===== config.mk =====
export PLATFORM = sky130hd
export DESIGN_NAME = mulred_arbiter
export DESIGN_NICKNAME = d
export VERILOG_FILES = /design/src/rtl/mulred_arbiter.sv
export SDC_FILE = /design/constraint.sdc
export NUM_CORES = 2
export LEC_CHECK = 0
export BUFFER_PORTS_ARGS = -buffer_cell sky130_fd_sc_hd__buf_4
export CAP_MARGIN = 10
export CORE_ASPECT_RATIO = 0.7
export CORE_MARGIN = 3
export CORE_UTILIZATION = 45
export CTS_CLUSTER_DIAMETER = 150
export DETAILED_ROUTE_END_ITERATION = 6
export SLEW_MARGIN = 20
export SYNTH_ARGS = -nofsm -noshare
export SYNTH_HDL_FRONTEND = slang
export SYNTH_SLANG_ARGS = --single-unit
export TNS_END_PERCENT = 30

===== constraint.sdc =====
create_clock -name clk -period 14.9 [get_ports clk]
set_input_delay 1.49 -clock clk [delete_from_list [all_inputs] [get_ports clk]]
set_output_delay 1.49 -clock clk [all_outputs]
set_load 0.02 [all_outputs]

===== src/rtl/mulred_arbiter.sv =====
// mulred_arbiter: two-requester front end for the shared modular multiply/reduce
// datapath. Round-robin picks one operand pair per cycle and registers the full
// product for the external reducer. A tag pipeline mirrors the reducer so each
// reduced value lands in its requester's response FIFO. Credits reserve FIFO
// space before issue, because the reducer cannot be stalled.

// Per-requester response channel: admission credits plus the response FIFO.
module mulred_rsp_chan #(
    parameter int FIFO_DEPTH = 4,
    parameter int DW         = 25
) (
    input  logic          clk,
    input  logic          rst,
    input  logic          accept_i,     // operand pair granted this cycle
    input  logic          wr_en_i,      // reduced result for this requester
    input  logic [DW-1:0] wr_data_i,
    input  logic          pop_ready_i,  // consumer takes the head
    output logic          credit_ok_o,  // a FIFO slot is still unreserved
    output logic          rsp_valid_o,
    output logic [DW-1:0] rsp_data_o,
    output logic          ovf_o         // write attempted into a full FIFO
);
    localparam int AW = $clog2(FIFO_DEPTH);
    localparam int CW = $clog2(FIFO_DEPTH + 1);
    localparam logic [AW:0]   PTR_ONE = (AW+1)'(1);
    localparam logic [CW-1:0] CNT_ONE = CW'(1);

    logic [CW-1:0]                cnt_q, cnt_d;
    logic [AW:0]                  wr_ptr_q, rd_ptr_q;
    logic [FIFO_DEPTH-1:0][DW-1:0] mem_q;
    logic                         empty, full, push, pop;

    // Pointers carry an extra wrap bit so full and empty are distinguishable.
    assign empty = (wr_ptr_q == rd_ptr_q);
    assign full  = (wr_ptr_q[AW] != rd_ptr_q[AW]) &&
                   (wr_ptr_q[AW-1:0] == rd_ptr_q[AW-1:0]);
    assign pop   = !empty && pop_ready_i;
    assign push  = wr_en_i && !full;
    assign ovf_o = wr_en_i && full;

    assign credit_ok_o = (cnt_q != '0);
    assign rsp_valid_o = !empty;
    assign rsp_data_o  = mem_q[rd_ptr_q[AW-1:0]];

    // Credit next-state: accept consumes a slot, pop returns one, both cancel.
    always_comb begin
        cnt_d = cnt_q;
        case ({accept_i, pop})
            2'b10:   cnt_d = cnt_q - CNT_ONE;
            2'b01:   cnt_d = cnt_q + CNT_ONE;
            default: cnt_d = cnt_q;
        endcase
    end

    // Credit counter and FIFO storage; simultaneous push and pop both happen.
    always_ff @(posedge clk) begin
        if (rst) begin
            cnt_q    <= CW'(FIFO_DEPTH);
            wr_ptr_q <= '0;
            rd_ptr_q <= '0;
            mem_q    <= '0;
        end else begin
            cnt_q <= cnt_d;
            if (push) begin
                mem_q[wr_ptr_q[AW-1:0]] <= wr_data_i;
                wr_ptr_q                <= wr_ptr_q + PTR_ONE;
            end
            if (pop)
                rd_ptr_q <= rd_ptr_q + PTR_ONE;
        end
    end
endmodule

module mulred_arbiter #(
    parameter int Q          = 33292289,
    parameter int FIFO_DEPTH = 4,
    parameter int RED_LAT    = 3
) (
    input  logic        clk,
    input  logic        rst,
    input  logic        req0_valid,
    output logic        req0_ready,
    input  logic [24:0] req0_a,
    input  logic [24:0] req0_b,
    input  logic        req1_valid,
    output logic        req1_ready,
    input  logic [24:0] req1_a,
    input  logic [24:0] req1_b,
    output logic        rsp0_valid,
    input  logic        rsp0_ready,
    output logic [24:0] rsp0_data,
    output logic        rsp1_valid,
    input  logic        rsp1_ready,
    output logic [24:0] rsp1_data,
    output logic        red_en,
    output logic [49:0] red_din,
    input  logic [24:0] red_dout,
    input  logic        red_flag,
    output logic        busy,
    output logic        err
);
    localparam int DW = $clog2(Q);
    // Stage 0 is the product register; the reducer adds its own input sample
    // edge plus RED_LAT edges, so the tag tail sits RED_LAT+1 stages later.
    localparam int TAIL = RED_LAT + 1;

    logic [1:0]          valid, elig, gnt, credit_ok, rsp_valid, rsp_ready, wr_en, ovf;
    logic [1:0][DW-1:0]  rsp_data;
    logic [DW-1:0]       a_sel, b_sel;
    logic                last_q;          // 1: requester 1 was granted last
    logic [TAIL:0]       vld_pipe_q;
    logic [TAIL:0]       id_pipe_q;
    logic [49:0]         red_din_q;
    logic                err_q;
    logic                tail_ok;

    assign valid     = {req1_valid, req0_valid};
    assign rsp_ready = {rsp1_ready, rsp0_ready};
    assign elig      = valid & credit_ok;

    // Round-robin: a lone eligible requester wins; a tie goes to the one not
    // granted last. Nothing is granted while in reset.
    always_comb begin
        gnt    = '0;
        gnt[0] = !rst && elig[0] && (!elig[1] || last_q);
        gnt[1] = !rst && elig[1] && (!elig[0] || !last_q);
    end

    assign req0_ready = gnt[0];
    assign req1_ready = gnt[1];

    assign a_sel = gnt[1] ? req1_a : req0_a;
    assign b_sel = gnt[1] ? req1_b : req0_b;

    // Last-grant pointer moves only when something is granted.
    always_ff @(posedge clk) begin
        if (rst)
            last_q <= 1'b1;
        else if (|gnt)
            last_q <= gnt[1];
    end

    // Product register feeds the reducer; it holds its value between accepts.
    always_ff @(posedge clk) begin
        if (rst)
            red_din_q <= '0;
        else if (|gnt)
            red_din_q <= 50'(a_sel) * 50'(b_sel);
    end

    // Tag pipeline shadows the reducer: {valid, requester id} per stage.
    always_ff @(posedge clk) begin
        if (rst) begin
            vld_pipe_q <= '0;
            id_pipe_q  <= '0;
        end else begin
            vld_pipe_q <= {vld_pipe_q[TAIL-1:0], |gnt};
            id_pipe_q  <= {id_pipe_q[TAIL-1:0], gnt[1]};
        end
    end

    assign red_en  = vld_pipe_q[0];
    assign red_din = red_din_q;

    // A result is only trusted when the reducer's flag agrees with the tag.
    assign tail_ok = vld_pipe_q[TAIL] && red_flag;

    generate
        for (genvar i = 0; i < 2; i++) begin : g_chan
            assign wr_en[i] = tail_ok && (id_pipe_q[TAIL] == 1'(i));
            mulred_rsp_chan #(
                .FIFO_DEPTH (FIFO_DEPTH),
                .DW         (DW)
            ) u_chan (
                .clk         (clk),
                .rst         (rst),
                .accept_i    (gnt[i]),
                .wr_en_i     (wr_en[i]),
                .wr_data_i   (red_dout),
                .pop_ready_i (rsp_ready[i]),
                .credit_ok_o (credit_ok[i]),
                .rsp_valid_o (rsp_valid[i]),
                .rsp_data_o  (rsp_data[i]),
                .ovf_o       (ovf[i])
            );
        end
    endgenerate

    // Sticky error: tag/flag disagreement or a write into a full FIFO.
    always_ff @(posedge clk) begin
        if (rst)
            err_q <= 1'b0;
        else if ((vld_pipe_q[TAIL] != red_flag) || (|ovf))
            err_q <= 1'b1;
    end

    assign err        = err_q;
    assign rsp0_valid = rsp_valid[0];
    assign rsp1_valid = rsp_valid[1];
    assign rsp0_data  = rsp_data[0];
    assign rsp1_data  = rsp_data[1];
    assign busy       = (|vld_pipe_q) || (|rsp_valid);
endmodule


* Word-level counts from Yosys, hierarchy flattened
Index checks and enable logic that the tools add are counted.
Widths: inputs -> output; s select.
** Cells by class
- Reduce and logical (&&, ||, !) cells :: 37
- Shift operators :: 0
- Divide/modulo/power cells :: 0
- Magnitude comparators :: 6
- Eq/ne operators :: 11
- Multipliers :: 1
- Add/sub/neg operators :: 8
- Multiplexer cells :: 14
- Bitwise operators :: 2
** Operators with widths (count)
- $bwmux 100 :: 2
- $mux 25 :: 6
- $bmux 25 s2 :: 2
- $demux 25 s2 :: 2
- $mul 25x25->50 :: 1
- $add 3x1->3 const B :: 6
- $logic_and 1x1->1 :: 17
- $lt 2x3->1 const B :: 4
- $pmux 3 s2 :: 2
- $logic_not 1->1 :: 8
- $eq 3x3->1 :: 2
- $reduce_bool 3->1 :: 2
- $reduce_or 2->1 :: 3
- $sub 3x1->3 const B :: 2
- $reduce_or 5->1 :: 1
- $eq 2x1->1 const B :: 2
- $eq 2x2->1 :: 2
- $eq 2x2->1 const B :: 2
- $ge 2x1->1 const B :: 2
- $logic_or 1x1->1 :: 4
- $reduce_bool 2->1 :: 2
- $ne 1x1->1 :: 3
- $and 2x2->2 :: 1
- $not 1->1 :: 1
** Storage, ports and cells
- ROM bits :: 0
- Logic and storage cells :: 98
- Input port bits :: 132
- RAM bits :: 0
- Latch bits :: 0
- Register bits :: 280
- Output and inout bits :: 107
- Memories :: 0

* Logic depth before layout (Yosys ltp)
- Word-level depth :: 7
- Gate-level depth with buffers :: 32
- Depth with buffers taken out :: 28

* Hierarchy
Synthesis repeated with hierarchy kept, for this count alone.
** Unflattened totals
- Cells, all modules :: 3548
- Area total of the unflattened synthesis :: 32563.7 um^2
** Modules (own cells, without submodules)
- mulred_arbiter :: cells an instance 2646, area an instance 22778.1 um^2, instances 1, sequential area each 1241.2 um^2
- mulred_rsp_chan at g_chan[0].u_chan :: cells an instance 451, area an instance 4895.9 um^2, instances 1, sequential area each 2182.1 um^2
- mulred_rsp_chan at g_chan[1].u_chan :: cells an instance 451, area an instance 4889.7 um^2, instances 1, sequential area each 2182.1 um^2

* Worst setup path after synthesis
OpenSTA, ideal clock, no wires.
- Path kind :: input-to-reg
- From :: in req0_valid
- To :: reg red_din_q[40], in the netlist red_din[40]
- Setup slack :: 6.077 ns
- Data arrival time :: 8.740 ns
- Cell stages on the path :: 30
- Setup time :: 0.083 ns
- Data required time :: 14.817 ns
- Cells stage by stage :: o31ai_2 -> nor2_1 -> nor3_2 -> buf_2 -> mux2i_1 -> clkbuf_1 -> nor2_1 -> fa_1 -> fa_1 -> inv_1 -> fa_1 -> inv_1 -> fa_1 -> inv_1 -> fa_1 -> inv_1 -> fa_1 -> inv_1 -> fa_1 -> inv_1 -> ha_1 -> buf_2 -> a21oi_2 -> o21ai_0 -> nor3_1 -> a211oi_2 -> o2111ai_4 -> a21oi_2 -> or4_1 -> o221ai_1
** Between the ends
- Longest elaborated chain between the ends :: 6
** RTL lines
- start: declaration :: line 81 : input logic req0_valid,
- $and 2x2->2 * :: line 119 : assign elig = valid & credit_ok;
- $logic_not 1->1 :: line 126 : gnt[1] = !rst && elig[1] && (!elig[0] || !last_q);
- $logic_or 1x1->1 :: line 126
- $logic_and 1x1->1 :: line 126
- $mux 25 (on tied branches) :: line 132, 133
- $mul 25x25->50 :: line 148 : red_din_q <= 50'(a_sel) * 50'(b_sel);
- end signal: assignment :: line 148
- end: declaration :: line 113 : logic [49:0] red_din_q;
Mark *: on every way between the ends. The rest lies on a longest branch, timed or not.
A chain may end at the register's enable or synchronous reset.

* Final worst setup path
- From :: in rst
- To :: reg red_din_q[42], in the netlist red_din[42]
** Between the ends
- Longest elaborated chain between the ends :: 5
** RTL lines
- start: declaration :: line 80 : input logic rst,
- $logic_not 1->1 :: line 125, 126
- $logic_and 1x1->1 (2 in series) :: line 126
- $mux 25 (on tied branches) :: line 132, 133
- $mul 25x25->50 :: line 148
Parallel ways exist; a longest one is shown, timed or not.

==> impl_metrics.tcl <==
set metrics [dict create \
    async_flop_share 0 \
    ctsHoldBuffers 0 \
    area_growth_pct 10.14 \
    hold_viol 0 \
    start_kind "input pin" \
    drt_iter0_drc 2327 \
    yosysWarnings 0 \
    clkTransAtPathRegs_ps 70 \
    io_buffers 238 \
    synth_seq_cells 280 \
    crit_required_ps 15340 \
    worstSetupStartpoint "rst" \
    r2r-end "red_din[42]" \
    ant_nets 0 \
    cts_buffers 25 \
    ios 239 \
    path_class "in2reg" \
    cp_slowest_cell "buf_4" \
    grt_usage 0.2701 \
    synth_top_cell_area_share 0.3257 \
    cts_resized 0 \
    htree_levels 1 \
    syn_area_per_cell_um2 8.572 \
    max-cap-violations 0 \
    setup_viol_count_final 0 \
    root_buffer "clkbuf_16" \
    nNetsFinal 4736 \
    r2r_start "g_chan[0].u_chan.cnt_q[0]" \
    synth_area_leaders "fa_1, dfxtp_1, nand2_1, ha_1, inv_1" \
    netlist_area_um2 32450 \
    first_pass_iters 6 \
    min_path_type "reg2reg" \
    die_h_um 230.7 \
    rsz0062_at_grt "false" \
    synth_ff_type "dfxtp_1" \
    finalSetupTns_ps 0 \
    num_vias 26211 \
    initial_core_util 0.4594 \
    clockBufferDepth 3 \
    grt_first_pass_wirelength_mm 157.5 \
    rows 81 \
    antenna_cells 0 \
    fin_crit_ps 10310 \
    wl_mm 100.8 \
    synth_edf_count 0 \
    endpoint "red_din[42]" \
    drc 0 \
    hpwl_mm 77.69 \
    post_drt_wl_per_cell_um 20.78 \
    synth_area_leader_cell "fa_1" \
    endpoint_kind "register" \
    synthCells 3786 \
    cts_tree "built" \
    post_cts_buffers 0 \
    critical_path.max_stage_delay_ps 770 \
    clock-sinks 280 \
    die_w_um 327.0 \
    r2r_cells 30 \
    avgViaCountPerCell 5.404 \
    ys_seq_area_frac 0.1727 \
    finalMaxSlewViolations 0 \
    min_period_over_period 0.6919 \
    crit_arrival_ps 10750 \
    reg2reg_slack_ps 5190 \
    worst_pin_slew_ps 1163 \
    core_area_um2 70640 \
    antenna_found_initial 2 \
    status "finished, final reports clean" \
    synth_nets 4644 \
    gr-total-overflow 0 \
    grt_max_degree 105 \
    grt_pass1_vias 26600 \
    holdWs_ps 435.0 \
    finClkSkew_ps 10.25 \
    fmax_ghz 0.09699 \
    drive_gt1_frac 0.1255 \
    die_area_um2 75430 \
    clock_latency_ps 530 \
    nFillCells 6716 \
    crit_fanout 94 \
    gp_congestion 0.9707 \
    ys_types 69 \
    slew_headroom 0.2228 \
]
## worst max-delay path, delay by kind of cell
family                   cells  cell delay (ps)
multiplexers                 1              720
AND/OR/NAND/NOR              4              710
AO/OA/AOI/OAI                6             1770
buffers and inverters       10             1980
adder cells (fa/ha/maj)      8             3920
## synth_stat cells, drive strengths merged, types with 2 or more instances
master   number
o2111ai       4
nor4          2
nand2b        3
nand4        15
a31o          2
a21oi       283
xnor2        30
o21ai        32
inv         614
or2           7
nand2       787
mux2         46
a211o         3
nor4b         2
nor3         14
o31ai         5
or4           4
nand3        25
and3         11
o221ai        5
a211oi       20
dfxtp       280
mux2i        54
a32o          2
ha          198
clkbuf      132
a21o         15
fa          528
buf         103
xor2         18
mux4         50
a22oi         2
nor2        387
o22ai         6
or3           9
o21a         11
and2         24
and4          3
a2111oi       3
nand3b        2
a31oi         4
o21bai       12
o211ai        8
nor2b        13
## logic make-up after synthesis
family	Yosys count	share of synthesized area
AND/OR/NAND/NOR	1309	0.1616
buffers and inverters	849	0.1047
adder cells (fa/ha/maj)	726	0.4020
AO/OA/AOI/OAI	424	0.07873
flip-flops	280	0.1727
multiplexers	150	0.06731
XOR/XNOR	48	0.01295
## layer usage
layer / share of wire / vias to the layer above / global-route usage / routed length [um]
met4: 0.025 / 4 / 0.05771 / 2516
met2: 0.43 / 1175 / 0.4024 / 43050
met3: 0.11 / 160 / 0.07683 / 10850
li1: - / 11846 / - / -
met1: 0.44 / 13026 / 0.3909 / 44300
met5: 0.00087 / - / 0.007033 / 88
## per-stage QoR
step / setup slack (ps) / utilization / area, um2 / std cells
after detailed placement: 4222 / 0.4937 / 34870 / 4804
final: 4590 / 0.5060 / 35750 / 4850
after floorplan: 6077 / - / 32450 / 3786
after global placement: 4262 / 0.4935 / 34860 / 4804
after CTS: 4750 / 0.5055 / 35710 / 4849
after global routing: 4204 / 0.5060 / 35750 / 4850
## worst min-delay path by stage
stage	startpoint	to	slack [ps]	cells past startpoint
floorplan	id_pipe_q[0]	id_pipe_q[1]	410	1
global placement	id_pipe_q[2]	id_pipe_q[3]	420	1
detailed placement	id_pipe_q[2]	id_pipe_q[3]	420	1
CTS	id_pipe_q[2]	id_pipe_q[3]	440	1
global route	id_pipe_q[2]	id_pipe_q[3]	460	1
finish	id_pipe_q[2]	id_pipe_q[3]	430	1
## layout make-up
type / instances / area (um2) / area share
clock buffer: 38 / 774.5 / 0.02167
clock inverter: 7 / 63.81 / 0.001785
inverter: 614 / 2305 / 0.06448
multi-input combinational: 2657 / 23520 / 0.6581
sequential: 280 / 5608 / 0.1569
tap: 954 / 1194 / 0.03339
timing repair buffer: 300 / 2278 / 0.06374
## layout by cell type (no fill, tap or decap), drive strengths merged, types with 5 or more instances in the layout
cell type	synthesis	routed
nand2	787	787
inv	614	615
fa	528	528
nor2	387	387
buf	103	299
a21oi	283	283
dfxtp	280	280
ha	198	198
mux2i	54	54
mux4	50	50
mux2	46	46
clkbuf	132	39
o21ai	32	32
xnor2	30	30
nand3	25	25
and2	24	24
a211oi	20	20
xor2	18	18
a21o	15	15
nand4	15	15
nor3	14	14
nor2b	13	13
o21bai	12	12
o21a	11	11
and3	11	11
or3	9	9
o211ai	8	8
or2	7	7
o22ai	6	6
o221ai	5	5
clkinv	0	5
o31ai	5	5
## registers in the layout (all words and copies together) (netlist names), 5 cells and up
name and flops:
g_chan.u_chan.cnt_q 6, vld_pipe_q 5, g_chan.u_chan.rd_ptr_q 6, red_din 50, id_pipe_q 5, g_chan.u_chan.mem_q 200
g_chan.u_chan.wr_ptr_q 6
Power is left out: the tool's default activity adds up to more than one toggle a clock period on the data nets, which glitch-free logic cannot reach.
